--- config.mk ---
export PLATFORM = sky130hd
export DESIGN_NAME = accumulator_sequencer
export DESIGN_NICKNAME = d
export VERILOG_FILES = /design/src/rtl/accumulator_sequencer.sv
export SDC_FILE = /design/constraint.sdc
export NUM_CORES = 1
export LEC_CHECK = 0
export CAP_MARGIN = 15
export CORE_MARGIN = 2
export CORE_UTILIZATION = 62
export DETAILED_ROUTE_END_ITERATION = 6
export MAX_ROUTING_LAYER = met4
export PLACE_DENSITY = 0.88
export SKIP_LAST_GASP = 1
export SYNTH_ARGS = -nofsm -noshare
export SYNTH_HDL_FRONTEND = slang
export SYNTH_SLANG_ARGS = --single-unit
--- constraint.sdc ---
create_clock -name CLK -period 4.4 [get_ports CLK]
set_input_delay 0.44 -clock CLK [delete_from_list [all_inputs] [get_ports CLK]]
set_output_delay 0.44 -clock CLK [all_outputs]
set_load 0.005 [all_outputs]
--- src/rtl/accumulator_sequencer.sv ---
// accumulator_sequencer
// Control FSM for the output-stationary accumulator bank. Per job it
// clears the bank, steers every incoming psum vector into its row for a
// programmable number of passes, then drains the finished rows over a
// valid/ready stream with a one-cycle read-latency look-ahead.
// Optional feature macro: ACC_SEQ_ABORT_EN (adds the Abort input).
module accumulator_sequencer #(
    parameter int SELECTOR_WIDTH = 12,
    parameter int NO_VECTORS     = 4096,
    parameter int PASS_WIDTH     = 16
) (
    input  logic                      CLK,
    input  logic                      SYNC_RST_N,
    input  logic                      Start,
    input  logic [SELECTOR_WIDTH-1:0] BaseVector,
    input  logic [SELECTOR_WIDTH:0]   NumVectors,
    input  logic [PASS_WIDTH-1:0]     NumPasses,
`ifdef ACC_SEQ_ABORT_EN
    input  logic                      Abort,
`endif
    input  logic                      Psum_Valid,
    output logic                      Psum_Ready,
    output logic                      Acc_EN,
    output logic                      Acc_Clear,
    output logic [SELECTOR_WIDTH-1:0] WriteVectorSelector,
    output logic [SELECTOR_WIDTH-1:0] ReadVectorSelector,
    output logic                      Out_Valid,
    input  logic                      Out_Ready,
    output logic                      Out_Last,
    output logic                      Busy,
    output logic                      Done
);

    localparam int SW = SELECTOR_WIDTH;
    localparam int PW = PASS_WIDTH;
    localparam logic [SW:0] LP_MAX_VEC = (SW+1)'(NO_VECTORS);

    typedef enum logic [2:0] {
        S_IDLE, S_CLEAR, S_ACCUM, S_PRIME, S_DRAIN, S_DONE
    } state_t;

    state_t        r_state, w_next;
    logic [SW-1:0] r_base, r_vec_cnt, r_rd_cnt, r_wsel, r_rsel;
    logic [SW-1:0] w_wsel, w_rsel;
    logic [SW:0]   r_num, w_num_in, w_num_m1;
    logic [PW-1:0] r_passes, r_pass_cnt;
    logic          w_abort, w_vec_last, w_pass_last, w_rd_last;

`ifdef ACC_SEQ_ABORT_EN
    assign w_abort = Abort && (r_state != S_IDLE);
`else
    assign w_abort = 1'b0;
`endif

    // Oversized jobs are clamped to the physical bank depth at capture.
    assign w_num_in    = (NumVectors > LP_MAX_VEC) ? LP_MAX_VEC : NumVectors;
    assign w_num_m1    = r_num - (SW+1)'(1);
    assign w_vec_last  = ({1'b0, r_vec_cnt} == w_num_m1);
    assign w_rd_last   = ({1'b0, r_rd_cnt} == w_num_m1);
    assign w_pass_last = (r_pass_cnt == (r_passes - PW'(1)));

    assign WriteVectorSelector = w_wsel;
    assign ReadVectorSelector  = w_rsel;
    assign Busy                = (r_state != S_IDLE);

    // State register.
    always_ff @(posedge CLK) begin
        if (!SYNC_RST_N) r_state <= S_IDLE;
        else             r_state <= w_next;
    end

    // Next state and per-state outputs; selectors hold their last value
    // outside the states that drive them.
    always_comb begin
        w_next     = r_state;
        Psum_Ready = 1'b0;
        Acc_EN     = 1'b0;
        Acc_Clear  = 1'b0;
        Out_Valid  = 1'b0;
        Out_Last   = 1'b0;
        Done       = 1'b0;
        w_wsel     = r_wsel;
        w_rsel     = r_rsel;
        if (w_abort) begin
            // Abort wipes the bank and suppresses any handshake this cycle.
            Acc_Clear = 1'b1;
            w_next    = S_IDLE;
        end else begin
            case (r_state)
                S_IDLE: begin
                    if (Start)
                        w_next = (w_num_in == '0 || NumPasses == '0) ? S_DONE : S_CLEAR;
                end
                S_CLEAR: begin
                    Acc_Clear = 1'b1;
                    w_next    = S_ACCUM;
                end
                S_ACCUM: begin
                    Psum_Ready = 1'b1;
                    Acc_EN     = Psum_Valid;
                    w_wsel     = r_base + r_vec_cnt;
                    if (Psum_Valid && w_vec_last && w_pass_last)
                        w_next = S_PRIME;
                end
                S_PRIME: begin
                    // Preload the first row so it is on ReadVector in DRAIN.
                    w_rsel = r_base;
                    w_next = S_DRAIN;
                end
                S_DRAIN: begin
                    Out_Valid = 1'b1;
                    Out_Last  = w_rd_last;
                    // Look one row ahead on a handshake to hide read latency.
                    w_rsel    = r_base + r_rd_cnt + SW'(Out_Ready);
                    if (Out_Ready && w_rd_last)
                        w_next = S_DONE;
                end
                S_DONE: begin
                    Done   = 1'b1;
                    w_next = S_IDLE;
                end
                default: w_next = S_IDLE;
            endcase
        end
    end

    // Job configuration capture, row/pass/drain counters, selector hold.
    always_ff @(posedge CLK) begin
        if (!SYNC_RST_N) begin
            r_base     <= '0;
            r_num      <= '0;
            r_passes   <= '0;
            r_vec_cnt  <= '0;
            r_pass_cnt <= '0;
            r_rd_cnt   <= '0;
            r_wsel     <= '0;
            r_rsel     <= '0;
        end else begin
            r_wsel <= w_wsel;
            r_rsel <= w_rsel;
            if (r_state == S_IDLE && Start) begin
                r_base     <= BaseVector;
                r_num      <= w_num_in;
                r_passes   <= NumPasses;
                r_vec_cnt  <= '0;
                r_pass_cnt <= '0;
                r_rd_cnt   <= '0;
            end
            if (Acc_EN) begin
                if (w_vec_last) begin
                    r_vec_cnt  <= '0;
                    r_pass_cnt <= r_pass_cnt + PW'(1);
                end else begin
                    r_vec_cnt  <= r_vec_cnt + SW'(1);
                end
            end
            if (Out_Valid && Out_Ready)
                r_rd_cnt <= r_rd_cnt + SW'(1);
        end
    end

endmodule
==> metrics.log <==
[metrics] outcome: finished clean
[metrics] post-synthesis cell count: 856
[metrics] share of final-layout standard cells stronger than drive strength 1: 4.82%
[metrics] number of violations of the max-capacitance limit: 0
[metrics] global-route wire length before repair: 29.4 mm
[metrics] vertical die dimension: 109 um
[metrics] WP data arrival: 3.73 ns
[metrics] number of nets in the layout: 982
[metrics] asr flop ratio synth: 0%
[metrics] number of vias after detailed routing: 6553
[metrics] cell area after technology mapping: 6780 sq um
[metrics] setup repair after global routing missed its margin: no
[metrics] number of distinct standard cells referenced by the synthesized netlist: 75
[metrics] antenna violations before repair: 0
[metrics] Worst Clk Skew: 0.0165 ns
[metrics] f_max: 240 MHz
[metrics] Placement Setup Slack: 0.276 ns
[metrics] sum of negative setup slack: 0 ns
[metrics] area added between synthesis and finish: 15.0%
[metrics] EDFF count, synth: 0
[metrics] weighted congestion at the end of routability-driven global placement: 0.960
[metrics] flip-flop and latch count after synthesis: 108
[metrics] worst skew pair latency: 0.40 ns
[metrics] setup-violating endpoint count in the final report: 0
[metrics] hold violation total from the final report: 0
[metrics] DRC violations left: 0
[metrics] Boundary Pins: 77
[metrics] Die Area: 11800 sq um
[metrics] total chip power: 2.43 mW
[metrics] Avg Synthesized Cell Area: 7.93 sq um
[metrics] yosys warns: 0
[metrics] Yosys top cell by area: sky130_fd_sc_hd__dfxtp_1
[metrics] Worst Setup Start Kind: register
[metrics] fin util: 72.6%
[metrics] leakage power total: 3.03 nW
[metrics] clock-pin slew reported for the worst setup and hold paths after clock tree synthesis: 0.10 ns
[metrics] net count after synthesis: 931
[metrics] final standard cell area without fillers: 7800 sq um
[metrics] via count of the first global-routing pass: 5890
[metrics] final HPWL from detailed placement: 13.1 mm
[metrics] final critical-path share of the clock period: 94.8%
[metrics] Chip Width: 109 um
[metrics] number of max-slew violations in the final report: 0
[metrics] GR Overflow Total: 0
[metrics] Buffers on Ports: 76
[metrics] Max FO, Critical Path: 7
[metrics] Antenna Cells: 0
[metrics] number of core rows: 38
[metrics] endpoint kind of the worst setup timing path: primary output
[metrics] required time reported for the critical path endpoint: 3.96 ns
[metrics] critical path class: reg2out
[metrics] slew of the pin with the lowest slew margin: 0.886 ns
[metrics] pwr/cell area: 311 nW/um^2
[metrics] Max-slew headroom: 40.7%
[metrics] Iter 0 DRT Violations: 665
[metrics] clock root cell: sky130_fd_sc_hd__clkbuf_8
[metrics] antenna-violating nets left: 0
[metrics] Core Box Area: 10700 sq um
[metrics] Via-to-Cell Ratio: 6.23
[metrics] worst min-delay path category: reg2reg
[metrics] WL per Instance: 16.9 um
[metrics] Final WS setup: 0.228 ns
[metrics] sinks on the clock net: 108
[metrics] Seq/Total Area, Yosys: 31.9%
[metrics] deepest level of the CTS H-tree: 3
[metrics] Starting Density: 63.1%
[metrics] most area-consuming cells after synthesis: sky130_fd_sc_hd__dfxtp_1, sky130_fd_sc_hd__nand2_1, sky130_fd_sc_hd__ha_1
[metrics] clock period minus worst slack: 4.17 ns
[metrics] number of buffers inserted by hold repair at cts: 0
[metrics] GRT Resource Usage Total: 32.4%
[metrics] Placement Cell Area: 7580 sq um
[metrics] number of buffers inserted during clock tree synthesis: 9
[metrics] area fraction of the dominant cell type after synthesis: 31.9%
[metrics] ys flop type: sky130_fd_sc_hd__dfxtp_1
[metrics] largest net degree at the start of global routing: 39
[metrics] Max Root-Sink Buffers: 2
[metrics] total wire length: 17.8 mm
[metrics] detailed-router iteration count before antenna repair: 5
[metrics] maximum VDD drop: 0.000300 V
[metrics] TritonCTS clock tree: done
==> cell families after synthesis <==
kind of cell               synth area share [%]
buffers and inverters                      4.11
DFF                                        31.9
AOI/OAI and AO/OA                          19.5
adders and majority gates                  5.68
muxes                                      1.83
xor gates and xnor gates                   9.74
and+or+nand+nor                            27.3
==> where the power goes <==
group	switching (mW)	total, mW	internal [mW]
clock	0.368	0.692	0.325
sequential	0.0707	1.09	1.02
combinational	0.360	0.646	0.286
total	0.798	2.43	1.63
==> critical path, cell delays in order, from the launching register on <==
cell	delay [ns]
sky130_fd_sc_hd__dfxtp_1	0.40
sky130_fd_sc_hd__inv_1	0.09
sky130_fd_sc_hd__ha_1	0.26
sky130_fd_sc_hd__or4b_4	0.57
sky130_fd_sc_hd__or4_4	0.53
sky130_fd_sc_hd__a21oi_1	0.17
sky130_fd_sc_hd__nand2b_1	0.13
sky130_fd_sc_hd__nand2_1	0.06
sky130_fd_sc_hd__nor4_1	0.44
sky130_fd_sc_hd__and2_1	0.19
sky130_fd_sc_hd__clkdlybuf4s50_1	0.49
==> layer usage <==
metal	routed length, um	vias up	GRT usage (%)
met5	0	-	-
met4	456	0	10.1
met3	1490	44	6.09
met2	7930	301	48.0
met1	7920	3041	44.9
li1	-	3167	-
==> registers in the layout, indices dropped and copies added (netlist names) <==
| signal | count |
|---|---|
| r_base | 12 |
| r_rsel | 12 |
| r_pass_cnt | 16 |
| r_vec_cnt | 12 |
| r_passes | 16 |
| r_state | 3 |
| r_rd_cnt | 12 |
| r_num | 13 |
| r_wsel | 12 |
==> placed cells by master (no fill, tap or decap), types with 28 or more instances in the layout <==
cell,n
sky130_fd_sc_hd__xor2_1,28
sky130_fd_sc_hd__and2_1,28
sky130_fd_sc_hd__nor2_1,79
sky130_fd_sc_hd__xnor2_1,37
sky130_fd_sc_hd__o21ai_0,34
sky130_fd_sc_hd__nand2_1,124
sky130_fd_sc_hd__dfxtp_1,108
sky130_fd_sc_hd__nand3_1,29
sky130_fd_sc_hd__clkdlybuf4s50_1,76
sky130_fd_sc_hd__a21oi_1,56
==> layout make-up <==
class	instances	area, sq um
multi-input cells	682	4350
fillers	883	2940
flip-flops and latches	108	2160
repair buffers	83	813
well taps	140	175
clock buffers	9	124
clock inverters	7	96.3
inverters	23	86.3
==> worst paths after layout <==
path / start / endpoint / slack (ns) / cells after the start
worst min register to register: r_wsel[11] / r_wsel[11] / 0.47 / 2
worst min-delay path: r_wsel[11] / r_wsel[11] / 0.47 / 2
worst max register to register: r_num[5] / r_pass_cnt[12] / 0.80 / 8
worst max-delay path: r_num[0] / Out_Last / 0.23 / 10
==> synthesized netlist by cell type (4+ instances only) <==
cell type,number
sky130_fd_sc_hd__a211oi_1,6
sky130_fd_sc_hd__a21o_1,4
sky130_fd_sc_hd__a21oi_1,56
sky130_fd_sc_hd__a22o_1,5
sky130_fd_sc_hd__a22oi_1,24
sky130_fd_sc_hd__a31oi_1,9
sky130_fd_sc_hd__a32oi_1,4
sky130_fd_sc_hd__and2_1,28
sky130_fd_sc_hd__and3_1,21
sky130_fd_sc_hd__buf_2,4
sky130_fd_sc_hd__clkbuf_1,33
sky130_fd_sc_hd__dfxtp_1,108
sky130_fd_sc_hd__ha_1,26
sky130_fd_sc_hd__inv_1,20
sky130_fd_sc_hd__mux2i_1,9
sky130_fd_sc_hd__nand2_1,124
sky130_fd_sc_hd__nand3_1,29
sky130_fd_sc_hd__nand4_1,12
sky130_fd_sc_hd__nor2_1,79
sky130_fd_sc_hd__nor2b_1,5
sky130_fd_sc_hd__nor3_1,22
sky130_fd_sc_hd__nor4_1,18
sky130_fd_sc_hd__o21a_1,9
sky130_fd_sc_hd__o21ai_0,34
sky130_fd_sc_hd__o21ai_1,11
sky130_fd_sc_hd__o31ai_1,6
sky130_fd_sc_hd__or3_1,5
sky130_fd_sc_hd__xnor2_1,37
sky130_fd_sc_hd__xor2_1,28
==> through the flow <==
step	instances	hold WS (ns)
floorplan	856	0.440
CTS	1052	0.466
global placement	1036	0.448
finish	1052	0.467
detailed placement	1036	0.452
global route	1052	0.494
==> repair_timing <==
| action | in CTS | in global routing |
|---|---|---|
| setup endpoints to repair | 0 | 1 |
| setup buffers | 0 | 0 |
| resized for setup | 0 | 1 |
| endpoints found under the hold margin | 0 | 0 |
No activity file was read; power rests on OpenSTA's default activity.
